<file path="config.mk">
export PLATFORM = sky130hd
export DESIGN_NAME = if_prefetch_queue_flat
export DESIGN_NICKNAME = d
export VERILOG_FILES = /design/src/rtl/if_prefetch_queue_if.sv /design/src/rtl/if_prefetch_queue.sv /design/src/flat_wrapper.sv
export SDC_FILE = /design/constraint.sdc
export NUM_CORES = 1
export LEC_CHECK = 0
export BUFFER_PORTS_ARGS = -buffer_cell sky130_fd_sc_hd__buf_2
export CAP_MARGIN = 10
export CORE_ASPECT_RATIO = 1.2
export CORE_MARGIN = 1.5
export CORE_UTILIZATION = 40
export CTS_CLUSTER_SIZE = 8
export DETAILED_ROUTE_END_ITERATION = 8
export HOLD_SLACK_MARGIN = 0.05
export PLACE_DENSITY = 0.59
export SLEW_MARGIN = 20
export SYNTH_ARGS = -nofsm -noshare
export SYNTH_HDL_FRONTEND = slang
export SYNTH_SLANG_ARGS = --single-unit
</file>
<file path="constraint.sdc">
create_clock -name clk -period 3.3 [get_ports clk]
set_input_delay 0.66 -clock clk [delete_from_list [all_inputs] [get_ports clk]]
set_output_delay 0.66 -clock clk [all_outputs]
set_load 0.02 [all_outputs]
</file>
<file path="src/rtl/if_prefetch_queue_if.sv">
// Fetch-side bundle for if_prefetch_queue: imem request/response, execute redirect and decode hand-off.
// master = the prefetch queue itself, slave = the surrounding core/memory.
interface if_prefetch_queue_if #(
    parameter int unsigned XLEN  = 32,
    parameter int unsigned DEPTH = 4
);
    localparam int unsigned CW = $clog2(DEPTH) + 1;

    logic            imem_req;
    logic [XLEN-1:0] imem_addr;
    logic [31:0]     imem_rdata;
    logic            redirect_en;
    logic [XLEN-1:0] redirect_pc;
    logic            id_ready;
    logic            id_valid;
    logic [31:0]     id_instr;
    logic [XLEN-1:0] id_pc;
    logic [XLEN-1:0] id_pc4;
    logic [CW-1:0]   count;

    modport master (
        output imem_req, imem_addr, id_valid, id_instr, id_pc, id_pc4, count,
        input  imem_rdata, redirect_en, redirect_pc, id_ready
    );

    modport slave (
        input  imem_req, imem_addr, id_valid, id_instr, id_pc, id_pc4, count,
        output imem_rdata, redirect_en, redirect_pc, id_ready
    );
endinterface

</file>
<file path="src/rtl/if_prefetch_queue.sv">
// DEPTH-entry instruction prefetch FIFO between imem and decode, with redirect flush.
// Optional macro IFQ_BYPASS_EN: an empty queue forwards the arriving imem word straight to decode.
module if_prefetch_queue #(
    parameter int unsigned          XLEN     = 32,
    parameter int unsigned          DEPTH    = 4,
    parameter logic [XLEN-1:0]      RESET_PC = '0
) (
    input  logic                 clk,
    input  logic                 rst,
    if_prefetch_queue_if.master  bus
);
    localparam int unsigned PW  = $clog2(DEPTH);
    localparam int unsigned CW  = PW + 1;
    localparam logic [31:0] NOP = 32'h0000_0013;

    logic [XLEN-1:0] fetch_pc_q, fetch_pc_d;
    logic [XLEN-1:0] tag_pc_q, tag_pc_d;
    logic [PW-1:0]   wr_ptr_q, wr_ptr_d;
    logic [PW-1:0]   rd_ptr_q, rd_ptr_d;
    logic [CW-1:0]   count_q, count_d;
    logic            inflight_q, inflight_d;
    logic            kill_q, kill_d;
    logic [31:0]     instr_mem_q [DEPTH];
    logic [31:0]     instr_mem_d [DEPTH];
    logic [XLEN-1:0] pc_mem_q [DEPTH];
    logic [XLEN-1:0] pc_mem_d [DEPTH];

    logic            req;
    logic            resp_ok;
    logic            push;
    logic            pop;
    logic            head_valid;
    logic [CW:0]     used;

    always_comb begin
        // Outstanding response occupies a slot so a full queue can never be overrun.
        used       = {1'b0, count_q} + (CW+1)'(inflight_q);
        req        = rst && !bus.redirect_en && (used < (CW+1)'(DEPTH));
        resp_ok    = inflight_q && !kill_q && !bus.redirect_en;
        head_valid = (count_q != '0);

        bus.imem_req  = req;
        bus.imem_addr = fetch_pc_q;
        bus.count     = count_q;
        bus.id_valid  = head_valid;
        bus.id_instr  = head_valid ? instr_mem_q[rd_ptr_q] : NOP;
        bus.id_pc     = head_valid ? pc_mem_q[rd_ptr_q] : '0;
        push          = resp_ok;
`ifdef IFQ_BYPASS_EN
        if (!head_valid && resp_ok) begin
            bus.id_valid = 1'b1;
            bus.id_instr = bus.imem_rdata;
            bus.id_pc    = tag_pc_q;
            push         = !bus.id_ready;
        end
`endif
        bus.id_pc4 = bus.id_pc + XLEN'(4);
        pop        = head_valid && bus.id_ready && !bus.redirect_en;

        fetch_pc_d  = fetch_pc_q;
        tag_pc_d    = tag_pc_q;
        wr_ptr_d    = wr_ptr_q;
        rd_ptr_d    = rd_ptr_q;
        count_d     = count_q;
        inflight_d  = req;
        kill_d      = bus.redirect_en && req;
        instr_mem_d = instr_mem_q;
        pc_mem_d    = pc_mem_q;

        if (req) begin
            fetch_pc_d = fetch_pc_q + XLEN'(4);
            tag_pc_d   = fetch_pc_q;
        end
        if (push) begin
            instr_mem_d[wr_ptr_q] = bus.imem_rdata;
            pc_mem_d[wr_ptr_q]    = tag_pc_q;
            wr_ptr_d              = wr_ptr_q + PW'(1);
        end
        if (pop) begin
            rd_ptr_d = rd_ptr_q + PW'(1);
        end
        case ({push, pop})
            2'b10:   count_d = count_q + CW'(1);
            2'b01:   count_d = count_q - CW'(1);
            default: count_d = count_q;
        endcase

        // push/pop are already suppressed during redirect, so wr_ptr_q is the settled tail.
        if (bus.redirect_en) begin
            count_d    = '0;
            rd_ptr_d   = wr_ptr_q;
            fetch_pc_d = bus.redirect_pc & ~XLEN'(3);
        end
    end

    always_ff @(posedge clk or negedge rst) begin
        if (!rst) begin
            fetch_pc_q <= RESET_PC;
            tag_pc_q   <= '0;
            wr_ptr_q   <= '0;
            rd_ptr_q   <= '0;
            count_q    <= '0;
            inflight_q <= 1'b0;
            kill_q     <= 1'b0;
            for (int unsigned i = 0; i < DEPTH; i++) begin
                instr_mem_q[i] <= '0;
                pc_mem_q[i]    <= '0;
            end
        end else begin
            fetch_pc_q  <= fetch_pc_d;
            tag_pc_q    <= tag_pc_d;
            wr_ptr_q    <= wr_ptr_d;
            rd_ptr_q    <= rd_ptr_d;
            count_q     <= count_d;
            inflight_q  <= inflight_d;
            kill_q      <= kill_d;
            instr_mem_q <= instr_mem_d;
            pc_mem_q    <= pc_mem_d;
        end
    end
endmodule

</file>
<file path="src/flat_wrapper.sv">
// flat-port wrapper written by rule: the top's interface ports become plain ports
module if_prefetch_queue_flat 
#(
    parameter int unsigned          XLEN     = 32,
    parameter int unsigned          DEPTH    = 4,
    parameter logic [XLEN-1:0]      RESET_PC = '0
)
  (clk, rst, bus_imem_req, bus_imem_addr, bus_id_valid, bus_id_instr, bus_id_pc, bus_id_pc4, bus_count, bus_imem_rdata, bus_redirect_en, bus_redirect_pc, bus_id_ready);
  if_prefetch_queue_if #(.XLEN(XLEN), .DEPTH(DEPTH)) bus_i ();
  input  logic clk;
  input  logic rst;
  output wire logic [$bits(bus_i.imem_req)-1:0] bus_imem_req;
  output wire logic [$bits(bus_i.imem_addr)-1:0] bus_imem_addr;
  output wire logic [$bits(bus_i.id_valid)-1:0] bus_id_valid;
  output wire logic [$bits(bus_i.id_instr)-1:0] bus_id_instr;
  output wire logic [$bits(bus_i.id_pc)-1:0] bus_id_pc;
  output wire logic [$bits(bus_i.id_pc4)-1:0] bus_id_pc4;
  output wire logic [$bits(bus_i.count)-1:0] bus_count;
  input wire logic [$bits(bus_i.imem_rdata)-1:0] bus_imem_rdata;
  input wire logic [$bits(bus_i.redirect_en)-1:0] bus_redirect_en;
  input wire logic [$bits(bus_i.redirect_pc)-1:0] bus_redirect_pc;
  input wire logic [$bits(bus_i.id_ready)-1:0] bus_id_ready;
  assign bus_imem_req = bus_i.imem_req;
  assign bus_imem_addr = bus_i.imem_addr;
  assign bus_id_valid = bus_i.id_valid;
  assign bus_id_instr = bus_i.id_instr;
  assign bus_id_pc = bus_i.id_pc;
  assign bus_id_pc4 = bus_i.id_pc4;
  assign bus_count = bus_i.count;
  assign bus_i.imem_rdata = bus_imem_rdata;
  assign bus_i.redirect_en = bus_redirect_en;
  assign bus_i.redirect_pc = bus_redirect_pc;
  assign bus_i.id_ready = bus_id_ready;
  if_prefetch_queue #(.XLEN(XLEN), .DEPTH(DEPTH), .RESET_PC(RESET_PC)) u_core (.clk(clk), .rst(rst), .bus(bus_i));
endmodule
</file>
# After elaboration in Yosys (flattened, before gate mapping)
# Index checks and enable logic that the tools add are counted.
# word_totals
elab_cells	62
input_bits	68
regBits	329
output_inout_bits	133
# op_classes
bitwise	2
n_addsub	7
n_lt_le_gt_ge	4
reduce_logical	14
eq_ne	2
mux	18
# op_table
operator	count
two-way mux 32 bit	9
bitwise mux 128 bit	2
binary-select mux 32 bit (select 2 bit)	2
adder 32 x 3 -> 32 bit, second input constant	2
demux 32 bit (select 2 bit)	1
logical AND 1 bit	8
greater-or-equal comparator 3 bit, second input constant	2
NOT 2 -> 3 bit	2
one-hot mux 3 bit (2 select lines)	1
nonzero test 3 bit	2
adder 2 x 1 -> 2 bit, second input constant	2
adder 3 x 1 -> 4 bit	1
< comparator 4 x 3 -> 1 bit, second input constant	1
two-way mux 2 bit	2
nonzero test 2 bit	2
adder 3 x 1 -> 3 bit, second input constant	1
< comparator 3 x 1 -> 1 bit, second input constant	1
two-way mux 3 bit	1
subtractor 3 x 1 -> 3 bit, second input constant	1
== test 2 x 1 -> 1 bit, second input constant	1
== test 2 bit, second input constant	1
zero test 1 bit	2

# Longest topological paths before layout
# Gate-level depths: netlist of the first run.
# depth
ltp_word	6
mapped_depth	13
mapped_depth_nobuf	11

# Least setup slack after synthesis of the first run
# OpenSTA, ideal clock, no wires.
# synth_timing
path_type	reg-to-output
start	register u_core.count_q[0], in the netlist u_core.bus.count[0]
end	output bus_id_pc4[22]
path_stages_with_launch	14
path_slack_ns	-0.781
required_ns	2.640
n_path_buf	2
t_arrival_ns	3.421
path_cell_list	dfrtp_1 > nor3_2 > clkinv_4 > clkbuf_1 > clkbuf_1 > nand2_1 > inv_1 > ha_1 > and2_1 > a22oi_1 > nor4_4 > and2_1 > o2111ai_1 > xnor2_1
# synth_via
elab_chain_cells	3
# synth_rtl
item	line_no	source
start: declaration	if_prefetch_queue.sv:20	logic [CW-1:0] count_q, count_d;
start signal: assignment	if_prefetch_queue.sv:114	count_q <= count_d;
nonzero test 3 bit	if_prefetch_queue.sv:40	head_valid = (count_q != '0);
net bus_id_valid	flat_wrapper.sv:14	output wire logic [$bits(bus_i.id_valid)-1:0] bus_id_valid;
two-way mux 32 bit	if_prefetch_queue.sv:47	bus.id_pc = head_valid ? pc_mem_q[rd_ptr_q] : '0;
net bus_id_pc[2]	flat_wrapper.sv:16	output wire logic [$bits(bus_i.id_pc)-1:0] bus_id_pc;
adder 32 x 3 -> 32 bit	if_prefetch_queue.sv:57	bus.id_pc4 = bus.id_pc + XLEN'(4);
end: declaration	flat_wrapper.sv:17	output wire logic [$bits(bus_i.id_pc4)-1:0] bus_id_pc4;
# The timed path passes the listed nets, and every way through them passes these cells.

# Final worst setup path of the first run
# layout_timing
start	register u_core.rd_ptr_q[0]
end	output bus_id_pc4[24]
# layout_via
elab_chain_cells	6
# layout_rtl
item	line_no	source
start: declaration	if_prefetch_queue.sv:19	logic [PW-1:0] rd_ptr_q, rd_ptr_d;
start signal: assignment	if_prefetch_queue.sv:113	rd_ptr_q <= rd_ptr_d;
NOT 2 -> 3 bit (not written as such)	if_prefetch_queue.sv:47	
binary-select mux 32 bit (select 2 bit)	if_prefetch_queue.sv:47	
two-way mux 32 bit (not written as such) (2 in series)	if_prefetch_queue.sv:47	
two-way mux 32 bit	if_prefetch_queue.sv:47	
adder 32 x 3 -> 32 bit	if_prefetch_queue.sv:57	
# Every way passes these cells. The select of a mux whose other input is x is not followed.

==> metrics.cfg, run 1 <==
[min_path]
hp-start=bus_redirect_pc[10]
hp-class=in2reg

[route]
vias=10663
vias_per_cell=5.479
drc=0
drtPass1Iterations=5
wirelength_mm=38.50
detail_route.wl_per_cell_um=19.78
dr.first_iter.drc_count=613
drtAntennaViolNets=0

[timing]
fin_ws_ns=-0.4379
finClkSkew_ns=0.02153
rsz0062_at_grt=yes
max_slew_margin_pct=38.70
period_needed_ns=3.738
fmax_mhz=267.5
hold_violations=0
setup_viol=24
worst_slew_pin_slew_ns=0.9195
fin_crit_sh_pct=113.3
tns_ns=-7.250
final_max_slew_viol_count=0

[clocking]
cts_buffer_depth=3
htreeDepth=2
numCtsBuffers=45
cts.clk_slew.worst_paths_ns=0.05
clock_latency_ns=0.54
clockRootBuffer=clkbuf_16
cts_tree=yes
clock-sinks=317

[synthesis]
synth_area_leader_cell=dfrtp_1
post-synth-top-count-cell=dfrtp_1
synthCells=1217
synth.area.top_cells=dfrtp_1 (51%), mux2_2 (18%), mux4_2 (8.1%), nand2_1 (3.7%), and2_1 (2.3%)
synthTopCellsByCount=dfrtp_1 (317), mux2_2 (250), nand2_1 (151)
yosysSeqAreaShare_pct=51.19
postSynthAreaPerCell_sq_um=12.73
synth_area_sq_um=15500
synth_ff_type=dfrtp_1
synth-seq-cells=317
synth_cell_types=65
synth_top_area_share_pct=51.19
yosysWarnings=0
async_flop_share_pct=100.0
synth_edf_count=0

[setup_path]
critPathKind=reg2out
cp.required_ns=2.64
path_cells=mux4_2, nand2_8, inv_4, ha_4, and2_4, a22oi_2, nor4_4, buf_4, nand2_4, a211o_1, mux2_4, buf_6
critPathMaxStageDelay_ns=0.58
cp-start-kind=flop
slowest_stage=mux4_2
arrival_ns=3.08
cp_top_family=multiplexers
r2r-start=u_core.bus.count[1]$_DFFE_PN0P_
cp_max_fo=4
crit_path_end_kind=output pin
cp-startpoint=u_core.rd_ptr_q[0]$_DFFE_PN0P_
critPathBufInv=3

[grt]
grt_overflow_total=0
grt_pass1_wl_mm=60.83
grt_max_degree=155
track_usage_pct=19.44
antenna_found_initial=2
first_global_vias=10925

[placement]
place_hpwl_mm=25.13
place.gp.congestion=0.8423
portBuffers=192

[die]
die_area_sq_um=39930
row_count=78
die_h_um=218.6
ioPinCount=201
coreArea_sq_um=37960
die_x_um=182.7
start_util_pct=40.82

[power_and_ir_drop]
swShare_pct=34.18
switchingPower_mw=5.852
cellPowerDensity_nw_per_um2=901.0
pwr-share-comb_pct=37.9
pwr-share-clk_pct=23.9
p_seq_share_pct=38.3
total_power_mw=17.12
intPower_mw=11.27
vdd_drop_max_mv=0.4384
p_leak_nw=9.003

[job]
drv_cap=0

[outcome]
status=complete, but fails checks
violations=setup timing

[cells_and_area]
drive_gt1_share_pct=47.03
fin_nets=1534
area_growth_pct=22.62

-- cells by family (layout without fill, tap and decap cells) --
logic type,count (synthesis),in the layout,synth area share (%)
compound gates,94,94,4.086
xor+xnor,34,34,1.922
fa+ha+maj,7,7,0.6136
buf+inv,102,344,3.141
flops,317,317,51.19
mux,316,316,27.53
other cells,1,8,0.02420
simple gates,346,346,11.49
-- registers in the layout, summed over array words and instances, names as in the netlist --
name	flops
u_core.wr_ptr_q	2
u_core.pc_mem_q	120
u_core.bus.imem_addr	30
u_core.instr_mem_q	128
u_core.tag_pc_q	30
u_core.inflight_q	1
u_core.bus.count	3
u_core.kill_q	1
u_core.rd_ptr_q	2
-- worst min-delay path, delay by kind of cell --
family                 cells  cell delay, ns
AOI/OAI and AO/OA          1            0.04
buffers and inverters      1            0.07
and+or+nand+nor            1            0.05
-- power by group through the flow --
stage,combinational [mW],clock [mW],sequential (mW)
floorplan,4.50,0,6.23
CTS,6.43,4.19,6.53
global placement,6.16,0,6.51
finish,6.48,4.08,6.55
global route,7.01,4.37,6.76
detailed placement,6.26,0,6.59
-- timing repair --
item,4_1_cts,5_1_grt
hold buffers,1,0
buffers inserted,9,7
setup endpoints to repair,28,35
hold endpoints to repair,5,0
gates cloned,0,1
pin swaps,19,16
resized for setup,61,21
-- path summary, 6_finish.rpt --
check	endpoint	slack [ns]	cells past startpoint
setup reg to reg	u_core.bus.count[2]$_DFFE_PN0P_	0.59	11
setup / recovery	bus_id_pc4[24]	-0.44	12
min in group asynchronous	u_core.pc_mem_q[39]$_DFFE_PN0P_	0.53	2
max in group asynchronous	u_core.tag_pc_q[7]$_DFFE_PN0P_	1.40	4
hold reg to reg	u_core.pc_mem_q[13]$_DFFE_PN0P_	0.50	1
hold / removal	u_core.bus.imem_addr[10]$_DFFE_PN0P_	0.34	3
-- routing by layer --
metal	track usage, %	wire (um)	vias up
li1	-	-	4851
met1	26.18	16880	5427
met2	31.42	18240	320
met3	3.966	2423	61
met4	6.336	935	4
met5	0	15	-
-- final cells by class --
cell class	count	area [sq um]
sequential	317	7944
timing repair buffer	273	1846
inverter	18	75.07
clock inverter	1	8.758
tap	480	600.6
fill	3353	18960
clock buffer	52	1205
antenna	1	2.502
multi-input combinational	804	7320
-- cell usage in the layout, fill, tap and decap left out, types with 11 or more instances in the layout --
| cell type | synthesis | layout |
|---|---|---|
| dfrtp_1 | 317 | 312 |
| mux2_2 | 250 | 250 |
| buf_2 | 8 | 167 |
| nand2_1 | 151 | 148 |
| buf_4 | 10 | 83 |
| mux4_2 | 56 | 58 |
| and2_1 | 56 | 53 |
| clkbuf_16 | 0 | 48 |
| o21ai_0 | 37 | 37 |
| nand3_1 | 29 | 26 |
| nor2_1 | 28 | 24 |
| xnor2_1 | 23 | 17 |
| inv_1 | 17 | 15 |
| nand4_1 | 14 | 14 |
| xor2_1 | 11 | 11 |
-- metrics by stage --
stage	instance area (sq um)	instances	worst slack (ns)	hold WS, ns	utilization (%)
2_1_floorplan	15580	1223	0.0007845	0.3644	-
3_3_place_gp	17390	1881	-0.02109	0.4812	45.80
3_5_place_dp	17390	1881	-0.05198	0.4806	45.80
4_1_cts	18850	1939	-0.5809	0.3203	49.66
5_1_grt	19000	1945	-0.5181	0.3242	50.04
6_report	19000	1946	-0.4379	0.3371	50.05
(Power assumes the default switching activity.)
==> inputs of run 2 (changes only) <==
--- a/config.mk
+++ b/config.mk
@@ -5,6 +5,7 @@
 export SDC_FILE = /design/constraint.sdc
 export NUM_CORES = 1
 export LEC_CHECK = 0
+export ABC_CLOCK_PERIOD_IN_PS = 3300
 export BUFFER_PORTS_ARGS = -buffer_cell sky130_fd_sc_hd__buf_2
 export CAP_MARGIN = 10
 export CORE_ASPECT_RATIO = 1.2
@@ -18,3 +19,4 @@
 export SYNTH_ARGS = -nofsm -noshare
 export SYNTH_HDL_FRONTEND = slang
 export SYNTH_SLANG_ARGS = --single-unit
+export TNS_END_PERCENT = 10
==> metrics.cfg, run 2 (same netlist as run 1, synthesis figures left out) <==
[cells_and_area]
final_common_cell=dfrtp_1  ; unchanged
largest_reg_flops=128  ; unchanged
fin_nets=1532  ; was 1534
mostFrequentLayoutCells=dfrtp_1 (312), mux2_2 (250), buf_2 (167), nand2_1 (149), buf_4 (81)  ; was dfrtp_1 (312), mux2_2 (250), buf_2 (167), nand2_1 (148), buf_4 (83)
fill_cells=3371  ; was 3353
drive_gt1_share_pct=46.55  ; was 47.03%
area_growth_pct=21.88  ; was 22.62%
reg.largest.list=u_core.instr_mem_q: 128 flops, u_core.pc_mem_q: 120 flops  ; unchanged
largest-register=u_core.instr_mem_q  ; unchanged
n_antenna_cell=0  ; was 1

[setup_path]
crit_path_end_kind=output pin  ; unchanged
cp_max_fo=4  ; unchanged
reg2regPathDepth=11  ; unchanged
cp-start-kind=flop  ; unchanged
critPathKind=reg2out  ; unchanged
rrSetupSlack_ns=0.62  ; was 0.59 ns
arrival_ns=3.10  ; was 3.08 ns
critPathMaxStageDelay_ns=0.51  ; was 0.58 ns
cp.required_ns=2.64  ; about the same
slowest_stage=dfrtp_4  ; was mux4_2
path_cells=mux4_2, nand2_8, inv_6, ha_4, nor2b_2, a22oi_2, nor4_4, buf_4, nand2_2, a211o_1, mux2_4, buf_6  ; was mux4_2, nand2_8, inv_4, ha_4, and2_4, a22oi_2, nor4_4, buf_4, nand2_4, a211o_1, mux2_4, buf_6

[grt]
first_global_vias=10895  ; was 10.93k
track_usage_pct=19.40  ; was 19.44%
grt.busiest_layer=met2  ; unchanged
use_met3_pct=3.966  ; unchanged
use_met2_pct=31.11  ; was 31.42%
grt_max_degree=155  ; unchanged
antenna_found_initial=2  ; unchanged
grt_pass1_wl_mm=60.71  ; was 60.83 mm
grt_overflow_total=0  ; unchanged
grt_util_met1_pct=26.22  ; was 26.18%

[clocking]
clockRootBuffer=clkbuf_16  ; unchanged
cts_tree=yes  ; unchanged
cts_buffer_depth=3  ; unchanged
clock-sinks=317  ; unchanged
htreeDepth=2  ; unchanged
numCtsBuffers=45  ; unchanged
cts.clk_slew.worst_paths_ns=0.05  ; about the same
clock_latency_ns=0.54  ; about the same

[timing]
period_needed_ns=3.761  ; was 3.738 ns
fin_crit_sh_pct=114.0  ; was 113.3%
worst_hold_slack_ns=0.3371  ; about the same
fmax_mhz=265.9  ; was 267.5 MHz
hold_violations=0  ; unchanged
final_max_slew_viol_count=0  ; unchanged
setup_viol=24  ; unchanged
fin_ws_ns=-0.4612  ; was -0.4379 ns
rsz0062_at_grt=yes  ; unchanged
max_slew_margin_pct=34.11  ; was 38.70%
worst_slew_pin_slew_ns=0.9883  ; was 0.9195 ns
tns_ns=-7.671  ; was -7.250 ns
finClkSkew_ns=0.02155  ; was 0.02153 ns

[job]
drv_cap=0  ; unchanged

[route]
vias_per_cell=5.479  ; about the same
drtAntennaViolNets=0  ; unchanged
detail_route.wl_per_cell_um=19.60  ; was 19.78 um
drc=0  ; unchanged
vias=10645  ; was 10.66k
dr.first_iter.drc_count=570  ; was 613
wirelength_mm=38.08  ; was 38.50 mm
drtPass1Iterations=4  ; was 5

[outcome]
violations=setup timing  ; unchanged
status=complete, but fails checks  ; unchanged

[power_and_ir_drop]
total_power_mw=16.96  ; was 17.12 mW
p_leak_nw=8.909  ; was 9.003 nW
vdd_drop_max_mv=0.4372  ; was 0.4384 mV
cellPowerDensity_nw_per_um2=898.0  ; was 901.0 nW/um^2

[min_path]
hold_depth=3  ; unchanged
hp-class=in2reg  ; unchanged

[die]
die_x_um=182.7  ; unchanged
die_h_um=218.6  ; unchanged
die_area_sq_um=39930  ; unchanged
ioPinCount=201  ; unchanged
start_util_pct=40.82  ; unchanged
coreArea_sq_um=37960  ; unchanged
row_count=78  ; unchanged

[placement]
portBuffers=192  ; unchanged
place.gp.congestion=0.8423  ; unchanged
place_hpwl_mm=25.13  ; unchanged

[run 2: cell count changes in the layout (fill, tap and decap cells not counted), sizes merged]
cell   before  now
buf       271  269
diode       1    0
[run 2: path summary, 6_finish.rpt]
kind	startpoint	end
worst max-delay path	u_core.rd_ptr_q[0]$_DFFE_PN0P_	bus_id_pc4[24]
worst min register to register	u_core.pc_mem_q[13]$_DFFE_PN0P_	u_core.pc_mem_q[13]$_DFFE_PN0P_
worst min-delay path	bus_redirect_pc[10]	u_core.bus.imem_addr[10]$_DFFE_PN0P_
min in group asynchronous	rst	u_core.pc_mem_q[39]$_DFFE_PN0P_
worst max register to register	u_core.bus.count[0]$_DFFE_PN0P_	u_core.bus.count[2]$_DFFE_PN0P_
max in group asynchronous	rst	u_core.tag_pc_q[5]$_DFFE_PN0P_
[run 2: worst max-delay path: cells and delay by family, from the launching register on]
| family | cells | cell delay (ns) |
|---|---|---|
| and+or+nand+nor | 4 | 0.44 |
| AOI/OAI and AO/OA | 2 | 0.38 |
| adders and majority gates | 1 | 0.13 |
| buffers and inverters | 3 | 0.40 |
| muxes | 2 | 0.73 |
| DFF | 1 | 0.51 |
[run 2: what timing repair did]
action / in CTS / in global routing
resized for setup: 49 / 15
hold endpoints to repair: 5 / 0
setup buffers: 6 / 4
endpoints found under the setup margin: 28 / 34
hold buffers: 1 / 0
pin swaps: 13 / 17
[run 2: metrics by stage]
step | setup slack, ns | std cells | utilization, % | area [sq um]
floorplan | 0.0007845 | 1223 | - | 15580
global placement | -0.02109 | 1881 | 45.80 | 17390
detailed placement | -0.05198 | 1881 | 45.80 | 17390
CTS | -0.5817 | 1940 | 49.57 | 18820
global route | -0.5602 | 1943 | 49.75 | 18890
finish | -0.4612 | 1943 | 49.75 | 18890
[run 2: routing by layer]
metal,routed length [um],up-vias
met5,15,-
met3,2290,61
li1,-,4849
met1,16810,5418
met4,1046,4
met2,17910,313
[run 2: report_power, final]
part           total [mW]  internal (mW)  switching, mW
Clock                4.08           2.52           1.56
Sequential           6.55           5.43           1.12
Combinational        6.33           3.23           3.10
[run 2: cell type report]
type | count | area (sq um) | area share (%)
sequential | 317 | 7944 | 42.06
tap | 480 | 600.6 | 3.180
timing repair buffer | 271 | 1800 | 9.533
clock inverter | 1 | 8.758 | 0.04637
multi-input combinational | 804 | 7251 | 38.39
inverter | 18 | 77.57 | 0.4107
clock buffer | 52 | 1205 | 6.380
==> inputs of run 3 (changes only) <==
--- a/config.mk
+++ b/config.mk
@@ -10,11 +10,12 @@
 export CAP_MARGIN = 10
 export CORE_ASPECT_RATIO = 1.2
 export CORE_MARGIN = 1.5
-export CORE_UTILIZATION = 40
+export CORE_UTILIZATION = 50
 export CTS_CLUSTER_SIZE = 8
 export DETAILED_ROUTE_END_ITERATION = 8
 export HOLD_SLACK_MARGIN = 0.05
-export PLACE_DENSITY = 0.59
+export MAX_ROUTING_LAYER = met4
+export PLACE_DENSITY = 0.71
 export SLEW_MARGIN = 20
 export SYNTH_ARGS = -nofsm -noshare
 export SYNTH_HDL_FRONTEND = slang
==> metrics.cfg, run 3 (same netlist as run 1, synthesis figures left out) <==
[outcome]
status=complete, but fails checks  ; unchanged
violations=setup timing  ; unchanged

[min_path]
hp-class=in2async  ; was in2reg

[timing]
finClkSkew_ns=0.01100  ; was 0.02155 ns
rsz0062_at_grt=yes  ; unchanged
fmax_mhz=266.1  ; was 265.9 MHz
worst_hold_slack_ns=0.2153  ; was 0.3371 ns
setup_viol=24  ; unchanged
max_slew_margin_pct=33.76  ; was 34.11%
fin_ws_ns=-0.4576  ; was -0.4612 ns
worst_slew_pin_slew_ns=0.9900  ; was 0.9883 ns
fin_crit_sh_pct=113.9  ; was 114.0%
period_needed_ns=3.758  ; was 3.761 ns
final_max_slew_viol_count=0  ; unchanged
hold_violations=0  ; unchanged

[setup_path]
cp.required_ns=2.64  ; about the same
cp_top_family=multiplexers  ; unchanged
cp-start-kind=flop  ; unchanged
arrival_ns=3.10  ; about the same
crit_path_end_kind=output pin  ; unchanged
slowest_stage=mux4_2  ; was dfrtp_4
critPathBufInv=3  ; unchanged
critPathKind=reg2out  ; unchanged
critPathMaxStageDelay_ns=0.59  ; was 0.51 ns
rrSetupSlack_ns=0.69  ; was 0.62 ns
path_cells=mux4_2, nand2_8, inv_4, ha_4, and2_4, a22oi_2, nor4_4, buf_12, nand2_2, a211o_1, mux2_4, buf_2  ; was mux4_2, nand2_8, inv_6, ha_4, nor2b_2, a22oi_2, nor4_4, buf_4, nand2_2, a211o_1, mux2_4, buf_6
cp_max_fo=5  ; was 4

[placement]
pre_cts_ws_ns=-0.008906  ; was -0.05198 ns
place.gp.congestion=0.8949  ; was 0.8423
place_hpwl_mm=24.71  ; was 25.13 mm
portBuffers=192  ; unchanged

[die]
die_h_um=195.9  ; was 218.6 um
ioPinCount=201  ; unchanged
die_area_sq_um=32060  ; was 39930 sq um
coreArea_sq_um=30480  ; was 37960 sq um
die_x_um=163.7  ; was 182.7 um
start_util_pct=50.84  ; was 40.82%
row_count=70  ; was 78

[power_and_ir_drop]
p_leak_nw=8.934  ; was 8.909 nW
cellPowerDensity_nw_per_um2=894.7  ; was 898.0 nW/um^2
total_power_mw=16.74  ; was 16.96 mW
vdd_drop_max_mv=0.4356  ; was 0.4372 mV

[grt]
track_usage_pct=24.20  ; was 19.40%
grt_pass1_wl_mm=59.31  ; was 60.71 mm
grt_overflow_total=0  ; unchanged
grt_max_degree=130  ; was 155
antenna_found_initial=1  ; was 2
first_global_vias=11082  ; was 10.90k

[clocking]
cts.clk_slew.worst_paths_ns=0.05  ; about the same
cts_buffer_depth=3  ; unchanged
htreeDepth=2  ; unchanged
numCtsBuffers=45  ; unchanged
clock_latency_ns=0.52  ; was 0.54 ns
cts_tree=yes  ; unchanged
clockRootBuffer=clkbuf_16  ; unchanged
cts_hold_buf=0  ; was 1
clock-sinks=317  ; unchanged

[job]
drv_cap=0  ; unchanged

[cells_and_area]
fin_util_pct=61.38  ; was 49.75%
final_common_cell=dfrtp_1  ; unchanged
fin_nets=1538  ; was 1532
fill_cells=2438  ; was 3371
largest_reg_flops=128  ; unchanged
mostFrequentLayoutCells=dfrtp_1 (312), mux2_2 (250), buf_2 (171), nand2_1 (148), buf_4 (89)  ; was dfrtp_1 (312), mux2_2 (250), buf_2 (167), nand2_1 (149), buf_4 (81)
drive_gt1_share_pct=46.83  ; was 46.55%
reg.largest.list=u_core.instr_mem_q: 128 flops, u_core.pc_mem_q: 120 flops  ; unchanged
area_growth_pct=20.72  ; was 21.88%
largest-register=u_core.instr_mem_q  ; unchanged

[route]
drtPass1Iterations=4  ; unchanged
wirelength_mm=36.89  ; was 38.08 mm
drtAntennaViolNets=0  ; unchanged
dr.first_iter.drc_count=580  ; was 570
vias_per_cell=5.752  ; was 5.479
drc=0  ; unchanged
detail_route.wl_per_cell_um=19.81  ; was 19.60 um
vias=10710  ; was 10.65k

-- run 3: changes by cell type in the layout (fill, tap and decap cells not counted), moves of 2 or more --
cell / change
clkbuf_16: -2
nor2_2: -3
nor2_1: +3
buf_6: +2
buf_12: -4
inv_6: -2
buf_4: +8
xnor2_1: -2
buf_2: +4
buf_8: -3
xnor2_2: +2
-- run 3: repair_timing --
item                       in CTS  in global routing
pin swaps                       7                  5
gates cloned                    0                  0
setup endpoints to repair      53                 30
setup buffers                   6                  1
gates resized for setup        35                 22
-- run 3: final cells by class --
cell class / instances / area, sq um / area share, %
Antenna cell: 1 / 2.502 / 0.01338
Clock buffer: 48 / 1137 / 6.080
Clock inverter: 1 / 5.005 / 0.02675
Inverter: 18 / 75.07 / 0.4013
Multi-Input combinational cell: 804 / 7273 / 38.88
Sequential cell: 317 / 7944 / 42.47
Tap cell: 396 / 495.5 / 2.649
Timing Repair Buffer: 277 / 1774 / 9.484
-- run 3: worst register-to-register path, stage by stage (launching register included) --
cell and delay (ns):
dfrtp_2 0.44, nor3_4 0.31, clkinv_4 0.14, buf_4 0.27, nand2_1 0.23, nor3_1 0.09
fa_1 0.39, or3_1 0.37, nand2_1 0.08, xnor2_1 0.12, nor2_1 0.05
-- run 3: worst paths after layout --
| check | cells after the start | start | end |
|---|---|---|---|
| setup reg to reg | 10 | u_core.bus.count[2]$_DFFE_PN0P_ | u_core.bus.count[2]$_DFFE_PN0P_ |
| setup / recovery | 12 | u_core.rd_ptr_q[0]$_DFFE_PN0P_ | bus_id_pc4[24] |
| min in group clk | 3 | bus_redirect_pc[10] | u_core.bus.imem_addr[10]$_DFFE_PN0P_ |
| hold reg to reg | 1 | u_core.pc_mem_q[75]$_DFFE_PN0P_ | u_core.pc_mem_q[75]$_DFFE_PN0P_ |
| hold / removal | 2 | rst | u_core.instr_mem_q[89]$_DFFE_PN0P_ |
| max in group asynchronous | 3 | rst | u_core.bus.imem_addr[14]$_DFFE_PN0P_ |
-- run 3: stage by stage --
step | area (sq um) | cells | TNS [ns]
floorplan | 15580 | 1223 | 0
global placement | 17290 | 1805 | 0
detailed placement | 17290 | 1805 | -0.008906
CTS | 18620 | 1860 | -8.364
global route | 18710 | 1862 | -10.22
finish | 18710 | 1862 | -7.466
-- run 3: report_power, final --
part / leakage (nW) / switching (mW) / total [mW] / internal, mW
Sequential: 4.10 / 1.13 / 6.56 / 5.43
Clock: 0.562 / 1.50 / 3.88 / 2.38
Combinational: 4.27 / 3.10 / 6.30 / 3.20
-- run 3: metal layers --
| metal | part of all wire, % | vias up | track usage (%) |
|---|---|---|---|
| li1 | - | 4840 | - |
| met1 | 42 | 5502 | 31.16 |
| met2 | 50 | 312 | 39.60 |
| met3 | 5.3 | 56 | 3.784 |
| met4 | 2.4 | 0 | 7.037 |
| met5 | 0 | - | - |
